<file path="src/rtl/control_unit_if.sv">
// control_unit_if -- bundles the instruction/handshake inputs and decoded
// control outputs of control_unit.
//
// Parameters:
//   INST_W      instruction word width (opcode is the top 5 bits)
//   STACK_DEPTH return-stack entries tracked by the control unit
//
// Signals:
//   inst, eq, stall, run                    driven by the master (datapath/tb)
//   WrEn, pc_load, pc_inc, acc_load,
//   push, pop                               single-cycle strobes from the slave
//   e, stack_mux, add_mux, jump_mux         level controls from the slave
//   state_o, halted, fault, stack_depth     status from the slave
//
// Modports: master (drives inputs, observes controls), slave (control_unit).
interface control_unit_if #(
  parameter int INST_W      = 5,
  parameter int STACK_DEPTH = 8
);
  localparam int SPW = $clog2(STACK_DEPTH + 1);

  logic [INST_W-1:0] inst;
  logic              eq;
  logic              stall;
  logic              run;

  logic              WrEn;
  logic              pc_load;
  logic              pc_inc;
  logic              acc_load;
  logic              push;
  logic              pop;
  logic              e;
  logic              stack_mux;
  logic              add_mux;
  logic              jump_mux;
  logic [2:0]        state_o;
  logic              halted;
  logic              fault;
  logic [SPW-1:0]    stack_depth;

  modport master (
    output inst, eq, stall, run,
    input  WrEn, pc_load, pc_inc, acc_load, push, pop,
    input  e, stack_mux, add_mux, jump_mux,
    input  state_o, halted, fault, stack_depth
  );

  modport slave (
    input  inst, eq, stall, run,
    output WrEn, pc_load, pc_inc, acc_load, push, pop,
    output e, stack_mux, add_mux, jump_mux,
    output state_o, halted, fault, stack_depth
  );
endinterface

</file>
<file path="src/rtl/control_unit.sv">
// control_unit -- three-phase (FETCH/EXEC1/EXEC2) instruction sequencer with
// HALT state and return-stack depth tracking.
//
// Parameters:
//   INST_W      instruction width (>=5); opcode = inst[INST_W-1:INST_W-5]
//   STACK_DEPTH return-stack entries tracked (>=1)
//
// Ports:
//   clk  rising-edge clock
//   rst  asynchronous active-high reset
//   bus  control_unit_if.slave: inst/eq/stall/run in; strobes, levels and
//        status (state_o, halted, fault, stack_depth) out
//
// Optional feature macro: CONTROL_UNIT_STACK_GUARD_EN
//   When defined, a JMS at full depth or a BBL at zero depth enters a FAULT
//   state that only reset can leave. When undefined, there is no FAULT state,
//   the strobes are issued normally and the depth counter saturates.
module control_unit #(
  parameter int INST_W      = 5,
  parameter int STACK_DEPTH = 8
) (
  input  logic           clk,
  input  logic           rst,
  control_unit_if.slave  bus
);
  localparam int SPW = $clog2(STACK_DEPTH + 1);
  localparam logic [SPW-1:0] DEPTH_MAX = SPW'(STACK_DEPTH);

  typedef enum logic [2:0] {
    ST_FETCH = 3'd0,
    ST_EXEC1 = 3'd1,
    ST_EXEC2 = 3'd2,
`ifdef CONTROL_UNIT_STACK_GUARD_EN
    ST_FAULT = 3'd4,
`endif
    ST_HALT  = 3'd3
  } state_t;

  state_t         state_reg, state_next;
  logic [4:0]     ir_reg, ir_next;
  logic [SPW-1:0] depth_reg, depth_next;
  logic [4:0]     opcode;

  // Opcode field is the top five bits of the instruction word.
  for (genvar gi = 0; gi < 5; gi++) begin : g_opcode
    assign opcode[gi] = bus.inst[INST_W-5+gi];
  end

  // Decode works exclusively on the latched opcode so nothing downstream is
  // combinational from inst.
  logic op_sta, op_jmp, op_jeq, op_stp, op_lda, op_add, op_jms, op_bbl, op_ldr;
  always_comb begin
    op_sta = (ir_reg[4:1] == 4'b0000);
    op_jmp = (ir_reg[4:1] == 4'b0001);
    op_jeq = (ir_reg[4:2] == 3'b001);
    op_stp = (ir_reg[4:1] == 4'b0100);
    op_lda = (ir_reg      == 5'b01010);
    op_add = (ir_reg      == 5'b01011);
    op_jms = (ir_reg[4:1] == 4'b0110);
    op_bbl = (ir_reg[4:1] == 4'b0111);
    op_ldr = (ir_reg[4:1] == 4'b1110);
  end

  logic stack_err;
`ifdef CONTROL_UNIT_STACK_GUARD_EN
  assign stack_err = (op_jms && (depth_reg == DEPTH_MAX)) ||
                     (op_bbl && (depth_reg == '0));
`else
  assign stack_err = 1'b0;
`endif

  logic wr_en_s, pc_load_s, pc_inc_s, acc_load_s, push_s, pop_s;

  always_ff @(posedge clk or posedge rst) begin
    if (rst) begin
      state_reg <= ST_FETCH;
      ir_reg    <= '0;
      depth_reg <= '0;
    end else begin
      state_reg <= state_next;
      ir_reg    <= ir_next;
      depth_reg <= depth_next;
    end
  end

  always_comb begin
    state_next = state_reg;
    ir_next    = ir_reg;
    wr_en_s    = 1'b0;
    pc_load_s  = 1'b0;
    pc_inc_s   = 1'b0;
    acc_load_s = 1'b0;
    push_s     = 1'b0;
    pop_s      = 1'b0;
    case (state_reg)
      ST_FETCH: begin
        if (!bus.stall) begin
          pc_inc_s   = 1'b1;
          ir_next    = opcode;
          state_next = ST_EXEC1;
        end
      end
      ST_EXEC1: begin
        if (!bus.stall) begin
          if (op_stp) begin
            // STP skips EXEC2 entirely, so no pc_inc for this instruction.
            state_next = ST_HALT;
          end else
`ifdef CONTROL_UNIT_STACK_GUARD_EN
          if (stack_err) begin
            state_next = ST_FAULT;
          end else
`endif
          begin
            state_next = ST_EXEC2;
            wr_en_s    = op_sta;
            pc_load_s  = op_jmp | (op_jeq & ~bus.eq) | op_jms | op_bbl;
            push_s     = op_jms;
            pop_s      = op_bbl;
          end
        end
      end
      ST_EXEC2: begin
        if (!bus.stall) begin
          pc_inc_s   = 1'b1;
          acc_load_s = op_lda | op_ldr | op_add;
          state_next = ST_FETCH;
        end
      end
      ST_HALT: begin
        if (bus.run) state_next = ST_FETCH;
      end
`ifdef CONTROL_UNIT_STACK_GUARD_EN
      ST_FAULT: begin
        state_next = ST_FAULT;
      end
`endif
      default: begin
        state_next = ST_FETCH;
      end
    endcase
  end

  // Depth counter follows the strobes and saturates at both ends.
  always_comb begin
    depth_next = depth_reg;
    if (push_s && (depth_reg < DEPTH_MAX)) begin
      depth_next = depth_reg + 1'b1;
    end else if (pop_s && (depth_reg != '0)) begin
      depth_next = depth_reg - 1'b1;
    end
  end

  assign bus.WrEn        = wr_en_s;
  assign bus.pc_load     = pc_load_s;
  assign bus.jump_mux    = pc_load_s;
  assign bus.pc_inc      = pc_inc_s;
  assign bus.acc_load    = acc_load_s;
  assign bus.push        = push_s;
  assign bus.pop         = pop_s;
  assign bus.e           = op_lda | op_ldr | op_add;
  assign bus.stack_mux   = op_bbl;
  assign bus.add_mux     = op_add;
  assign bus.state_o     = {state_reg == ST_EXEC2,
                            state_reg == ST_EXEC1,
                            state_reg == ST_FETCH};
  assign bus.halted      = (state_reg == ST_HALT);
  assign bus.stack_depth = depth_reg;
`ifdef CONTROL_UNIT_STACK_GUARD_EN
  assign bus.fault       = (state_reg == ST_FAULT);
`else
  assign bus.fault       = 1'b0;
`endif

endmodule

</file>
<file path="src/flat_wrapper.sv">
// flat-port wrapper written by rule: the top's interface ports become plain ports
module control_unit_flat 
#(
  parameter int INST_W      = 5,
  parameter int STACK_DEPTH = 8
)
  (clk, rst, bus_inst, bus_eq, bus_stall, bus_run, bus_WrEn, bus_pc_load, bus_pc_inc, bus_acc_load, bus_push, bus_pop, bus_e, bus_stack_mux, bus_add_mux, bus_jump_mux, bus_state_o, bus_halted, bus_fault, bus_stack_depth);
  control_unit_if #(.INST_W(INST_W), .STACK_DEPTH(STACK_DEPTH)) bus_i ();
  input  logic clk;
  input  logic rst;
  input wire logic [$bits(bus_i.inst)-1:0] bus_inst;
  input wire logic [$bits(bus_i.eq)-1:0] bus_eq;
  input wire logic [$bits(bus_i.stall)-1:0] bus_stall;
  input wire logic [$bits(bus_i.run)-1:0] bus_run;
  output wire logic [$bits(bus_i.WrEn)-1:0] bus_WrEn;
  output wire logic [$bits(bus_i.pc_load)-1:0] bus_pc_load;
  output wire logic [$bits(bus_i.pc_inc)-1:0] bus_pc_inc;
  output wire logic [$bits(bus_i.acc_load)-1:0] bus_acc_load;
  output wire logic [$bits(bus_i.push)-1:0] bus_push;
  output wire logic [$bits(bus_i.pop)-1:0] bus_pop;
  output wire logic [$bits(bus_i.e)-1:0] bus_e;
  output wire logic [$bits(bus_i.stack_mux)-1:0] bus_stack_mux;
  output wire logic [$bits(bus_i.add_mux)-1:0] bus_add_mux;
  output wire logic [$bits(bus_i.jump_mux)-1:0] bus_jump_mux;
  output wire logic [$bits(bus_i.state_o)-1:0] bus_state_o;
  output wire logic [$bits(bus_i.halted)-1:0] bus_halted;
  output wire logic [$bits(bus_i.fault)-1:0] bus_fault;
  output wire logic [$bits(bus_i.stack_depth)-1:0] bus_stack_depth;
  assign bus_i.inst = bus_inst;
  assign bus_i.eq = bus_eq;
  assign bus_i.stall = bus_stall;
  assign bus_i.run = bus_run;
  assign bus_WrEn = bus_i.WrEn;
  assign bus_pc_load = bus_i.pc_load;
  assign bus_pc_inc = bus_i.pc_inc;
  assign bus_acc_load = bus_i.acc_load;
  assign bus_push = bus_i.push;
  assign bus_pop = bus_i.pop;
  assign bus_e = bus_i.e;
  assign bus_stack_mux = bus_i.stack_mux;
  assign bus_add_mux = bus_i.add_mux;
  assign bus_jump_mux = bus_i.jump_mux;
  assign bus_state_o = bus_i.state_o;
  assign bus_halted = bus_i.halted;
  assign bus_fault = bus_i.fault;
  assign bus_stack_depth = bus_i.stack_depth;
  control_unit #(.INST_W(INST_W), .STACK_DEPTH(STACK_DEPTH)) u_core (.clk(clk), .rst(rst), .bus(bus_i));
endmodule
</file>
<file path="config.mk">
export PLATFORM = sky130hd
export DESIGN_NAME = control_unit_flat
export DESIGN_NICKNAME = d
export VERILOG_FILES = /design/src/rtl/control_unit_if.sv /design/src/rtl/control_unit.sv /design/src/flat_wrapper.sv
export SDC_FILE = /design/constraint.sdc
export NUM_CORES = 1
export LEC_CHECK = 0
export ABC_AREA = 1
export CELL_PAD_IN_SITES_DETAIL_PLACEMENT = 1
export CELL_PAD_IN_SITES_GLOBAL_PLACEMENT = 2
export CORE_UTILIZATION = 24
export CTS_BUF_LIST = sky130_fd_sc_hd__clkbuf_16
export DETAILED_ROUTE_END_ITERATION = 10
export PLACE_DENSITY_LB_ADDON = 0.1
export SYNTH_ARGS = -nofsm -noshare
export SYNTH_HDL_FRONTEND = slang
export SYNTH_SLANG_ARGS = --single-unit
export TNS_END_PERCENT = 5
</file>
<file path="constraint.sdc">
create_clock -name clk -period 2.55 [get_ports clk]
set_input_delay 0.3825 -clock clk [delete_from_list [all_inputs] [get_ports clk]]
set_output_delay 0.3825 -clock clk [all_outputs]
set_load 0.1 [all_outputs]
</file>
# ---- Word level (Yosys, flattened, before mapping)
# Index checks and enable logic that the tools add are counted.
dict set report totals {
  ram_bits 0
  out_inout_bits 19
  latchBits 0
  memories 0
  register_bits 12
  rom_bits 0
  input_bits 10
  elab_cells 62
}
dict set report classes {
  multipliers 0
  n_eq_ne 15
  n_reduce_logical 9
  add_sub_neg 2
  n_bitwise 8
  div 0
  shift 0
  muxes 24
  magnitude_cmp 1
}
# cell n
set op_table {}
lappend op_table {{1-bit two-way mux} 17}
lappend op_table {{4-bit by 3-bit == test with 1-bit output, second input constant} 3}
lappend op_table {{3-bit two-way mux} 4}
lappend op_table {{3-bit case mux with 4 select lines} 1}
lappend op_table {{5-bit by 4-bit == test with 1-bit output, second input constant} 2}
lappend op_table {{4-bit two-way mux} 2}
lappend op_table {{2-bit != test, second input constant} 4}
lappend op_table {{3-bit by 1-bit == test with 1-bit output, second input constant} 2}
lappend op_table {{3-bit by 2-bit == test with 1-bit output, second input constant} 2}
lappend op_table {{1-bit bitwise OR} 5}
lappend op_table {{4-bit by 1-bit adder with 4-bit output, second input constant} 1}
lappend op_table {{4-bit by 1-bit == test with 1-bit output, second input constant} 1}
lappend op_table {{4-bit == test, second input constant} 1}
lappend op_table {{4-bit logical NOT} 1}
lappend op_table {{4-bit < comparator, second input constant} 1}
lappend op_table {{4-bit AND reduction} 1}
lappend op_table {{4-bit nonzero test} 1}
lappend op_table {{4-bit by 1-bit subtractor with 4-bit output, second input constant} 1}
lappend op_table {{3-bit logical NOT} 1}
lappend op_table {{1-bit logical AND} 2}
lappend op_table {{1-bit inverter} 2}
lappend op_table {{2-bit AND reduction} 1}
lappend op_table {{2-bit nonzero test} 1}
lappend op_table {{2-bit OR reduction} 1}
lappend op_table {{1-bit AND} 1}

# ---- Depth between registers and ports, before layout
dict set report logic_depth {
  depth_word 8
  depth_mapped 15
  mapped_depth_nobuf 15
}

# ---- Worst setup path after synthesis
# Ideal clock, no wire load.
dict set report synth_path {
  path_type {reg2out}
  start {register u_core.ir_reg[4]}
  end {output bus_acc_load}
  arrival_time_ps 3538
  slack_ps -1370
  stages_incl_launch_ff 6
  n_path_buf 0
  path_cell_list {dfrtp_1 > inv_2 > nand2_1 > nor2_1 > nor2_1 > nor4_1}
}
dict set report synth_between {
  elab_chain_len 5
  word_cells_on_any_way 7
  classes_between {eq/ne (3); mux (2); bitwise (2)}
}
# element line
set synth_rtl {}
lappend synth_rtl {{from (decl)} control_unit.sv:40} ;# logic [4:0] ir_reg, ir_next;
lappend synth_rtl {{from (signal assigned)} control_unit.sv:81} ;# ir_reg <= ir_next;
lappend synth_rtl {{5-bit by 4-bit == test with 1-bit output / 4-bit == test (equally long branches)} {control_unit.sv:57, control_unit.sv:61}}
lappend synth_rtl {{1-bit bitwise OR} control_unit.sv:126} ;# acc_load_s = op_lda | op_ldr | op_add;
lappend synth_rtl {{1-bit bitwise OR *} control_unit.sv:126}
lappend synth_rtl {{1-bit two-way mux *} control_unit.sv:124} ;# if (!bus.stall) begin
lappend synth_rtl {{1-bit two-way mux *} control_unit.sv:95} ;# case (state_reg)
lappend synth_rtl {{to (decl)} flat_wrapper.sv:18} ;# output wire logic [$bits(bus_i.acc_load)-1:0] bus_acc_load;
# Mark *: on every way between the ends. The rest lies on a longest branch, timed or not.

# ---- Worst setup path after layout
dict set report layout_path {
  start {input bus_stall}
  end {output bus_pc_load}
}
dict set report layout_between {
  elab_chain_len 2
}
# element line
set layout_rtl {}
lappend layout_rtl {{from (decl)} flat_wrapper.sv:13} ;# input wire logic [$bits(bus_i.stall)-1:0] bus_stall;
lappend layout_rtl {{1-bit two-way mux} control_unit.sv:104} ;# if (!bus.stall) begin
lappend layout_rtl {{1-bit two-way mux} control_unit.sv:95}
lappend layout_rtl {{to (decl)} flat_wrapper.sv:16} ;# output wire logic [$bits(bus_i.pc_load)-1:0] bus_pc_load;
# Every way passes these cells.

==> summary.txt <==
Placed Area: 1130 sq um
RSZ-0062 raised after global routing: false
clock latency reported for the late side of the worst-skew pair: 0.24 ns
NumNets Final: 148
CTS tree: built
startpoint class of the critical path: input pin
Syn Inst Count: 106
max_cap viols: 0
Crit Path Class: input pin to output port
first-pass GRT wire length: 3530 um
crit share post-route: 0.828
clock skew: 0.00130 ns
GRT Total Usage: 0.137
CP required: 2.17 ns
layout cells sized above 1: 0.299
Avg Inst Size Synth: 7.21 sq um
area leader, netlist: dfrtp_1
Synth Cell Area: 764 sq um
total CTS buffers: 3
max reg flops: 5
H-tree depth: 1
CP Max Fanout: 4
DR top layer: met4
die area: 3420 sq um
DRT Pass-1 Iters: 4
Critical Path Start: bus_stall
DRC: 0
Synth Register Bits: 11
Port Buffers: 27
diode count: 0
starting DRC count in detailed routing: 12
CP Capture Type: output port
IO Count: 29
Post-DRT Antenna Nets: 0
Synthesized Nets: 119
Place WS: 0.201 ns
hold slack final: 0.451 ns
worst min path class: input pin to asynchronous set/reset pin
Final setup viols: 0
Bufs on Longest Clock Path: 2
fmax: 473 MHz
Final min period: 2.11 ns
vias per cell: 4.24
area growth from synthesis to layout: 57.8%
met3 WL: 103 um
starting density of the core: 0.252
WL/cell: 10.8 um
Total Routed Length: 1920 um
post-cts sizing count: 0
Cell variety after synth: 22
outcome: completed
die width: 58.4 um
remaining global-route overflow: 0
vias in the first global route: 764
Final Slew Violations: 0
CTS Hold Buffers Added: 0
PnR worst setup slack: 0.438 ns
Core Box Area: 3030 sq um
Rows: 20
gpl congestion: 0.737
Final Cell Area: 1210 sq um
number of instances in the placed design: 174
Hold Violations, Final: 0
Synth top area share: 0.360
chip height: 58.4 um
top cells by area, synth: dfrtp_1 (36%), nand2_1 (11%), inv_1 (6.4%)
via count: 754
sequential area share after synthesis: 0.360
met2 wire len: 849 um
DP HPWL: 1580 um
final instance count without filler cells: 178
initial antenna violation count: 0
r2r startpoint: u_core.state_reg[0]
largest net degree at the start of global routing: 12
setup bufs post-CTS: 0
clock-pin slew on the worst setup and hold paths: 0.04 ns
root buffer cell: clkbuf_16
Arrival @ worst endpoint: 1.73 ns
synth warn: 0
clock sink count: 11
post-route met1 wirelength: 936 um
[worst max-delay path, cell delays in order]
cell and delay, ns:
clkdlybuf4s50_1 0.48, nor2_4 0.18, inv_2 0.08, a21oi_1 0.37, buf_12 0.24
[Yosys cell counts]
library cell / instances
fa_1: 1
buf_4: 4
nor2_2: 3
nand2_1: 23
conb_1: 1
nand3_1: 7
nand2_2: 5
nor4_1: 2
o21ai_0: 3
inv_2: 4
inv_1: 13
nor2_1: 13
o22ai_1: 1
nor3_1: 3
xor2_1: 1
dfrtp_1: 11
nand2_4: 1
nand3_2: 1
ha_1: 2
nor2_4: 1
mux2_1: 1
a21oi_1: 5
[layout by cell type, fill, tap and decap left out]
master,count
o22ai_1,1
nor2_4,1
o21ai_0,3
nor2_2,3
mux2_1,1
nor3_2,1
clkdlybuf4s50_1,9
nand2_1,23
nand3_2,1
fa_1,1
nand2_4,1
clkbuf_16,3
nor3_1,2
dfrtp_1,11
nand3_1,7
ha_1,2
inv_2,4
inv_1,14
buf_12,7
nor4_2,2
nand2_2,5
buf_4,12
conb_1,1
nor2_1,13
xor2_1,1
a21oi_1,5
[cells by family after synthesis]
kind of cell               count (synthesis)  synth area share
buffers and inverters                     21             0.123
adders and majority gates                  3            0.0589
muxes                                      1            0.0147
other                                      1           0.00491
xor gates and xnor gates                   1            0.0115
DFF                                       11             0.360
AOI/OAI and AO/OA                          9            0.0606
and+or+nand+nor                           59             0.367
[stage by stage]
stage | TNS, ns | util
final | 0 | 0.398
after global routing | 0 | 0.398
after CTS | 0 | 0.398
after detailed placement | 0 | 0.372
after global placement | 0 | 0.372
after floorplan | -1.57 | -
[layer usage]
metal  up-vias  track usage
li1        384            -
met1       343        0.185
met2        22        0.204
met3         5       0.0374
met4         0       0.0612
met5         -            0
[worst paths after layout]
| path | endpoint | slack (ns) | cells after the start |
|---|---|---|---|
| worst max-delay path | bus_pc_load | 0.44 | 5 |
| min in group clk | u_core.ir_reg[0] | 0.52 | 2 |
| worst min register to register | u_core.ir_reg[0] | 0.52 | 2 |
| max in group asynchronous | u_core.bus.stack_depth[3] | 1.79 | 2 |
| worst max register to register | u_core.bus.stack_depth[3] | 0.50 | 14 |
| worst min-delay path | u_core.bus.stack_depth[0] | 0.45 | 2 |
[layout make-up]
class	count	area, sq um
Clock inverter	1	3.75
Clock buffer	3	75.1
Multi-Input combinational cell	74	413
Timing Repair Buffer	28	320
Fill cell	381	1820
Inverter	17	63.8
Sequential cell	11	275
Tap cell	44	55.1
Power is left out: the tool's default activity adds up to more than one toggle a clock period on the data nets, which glitch-free logic cannot reach.
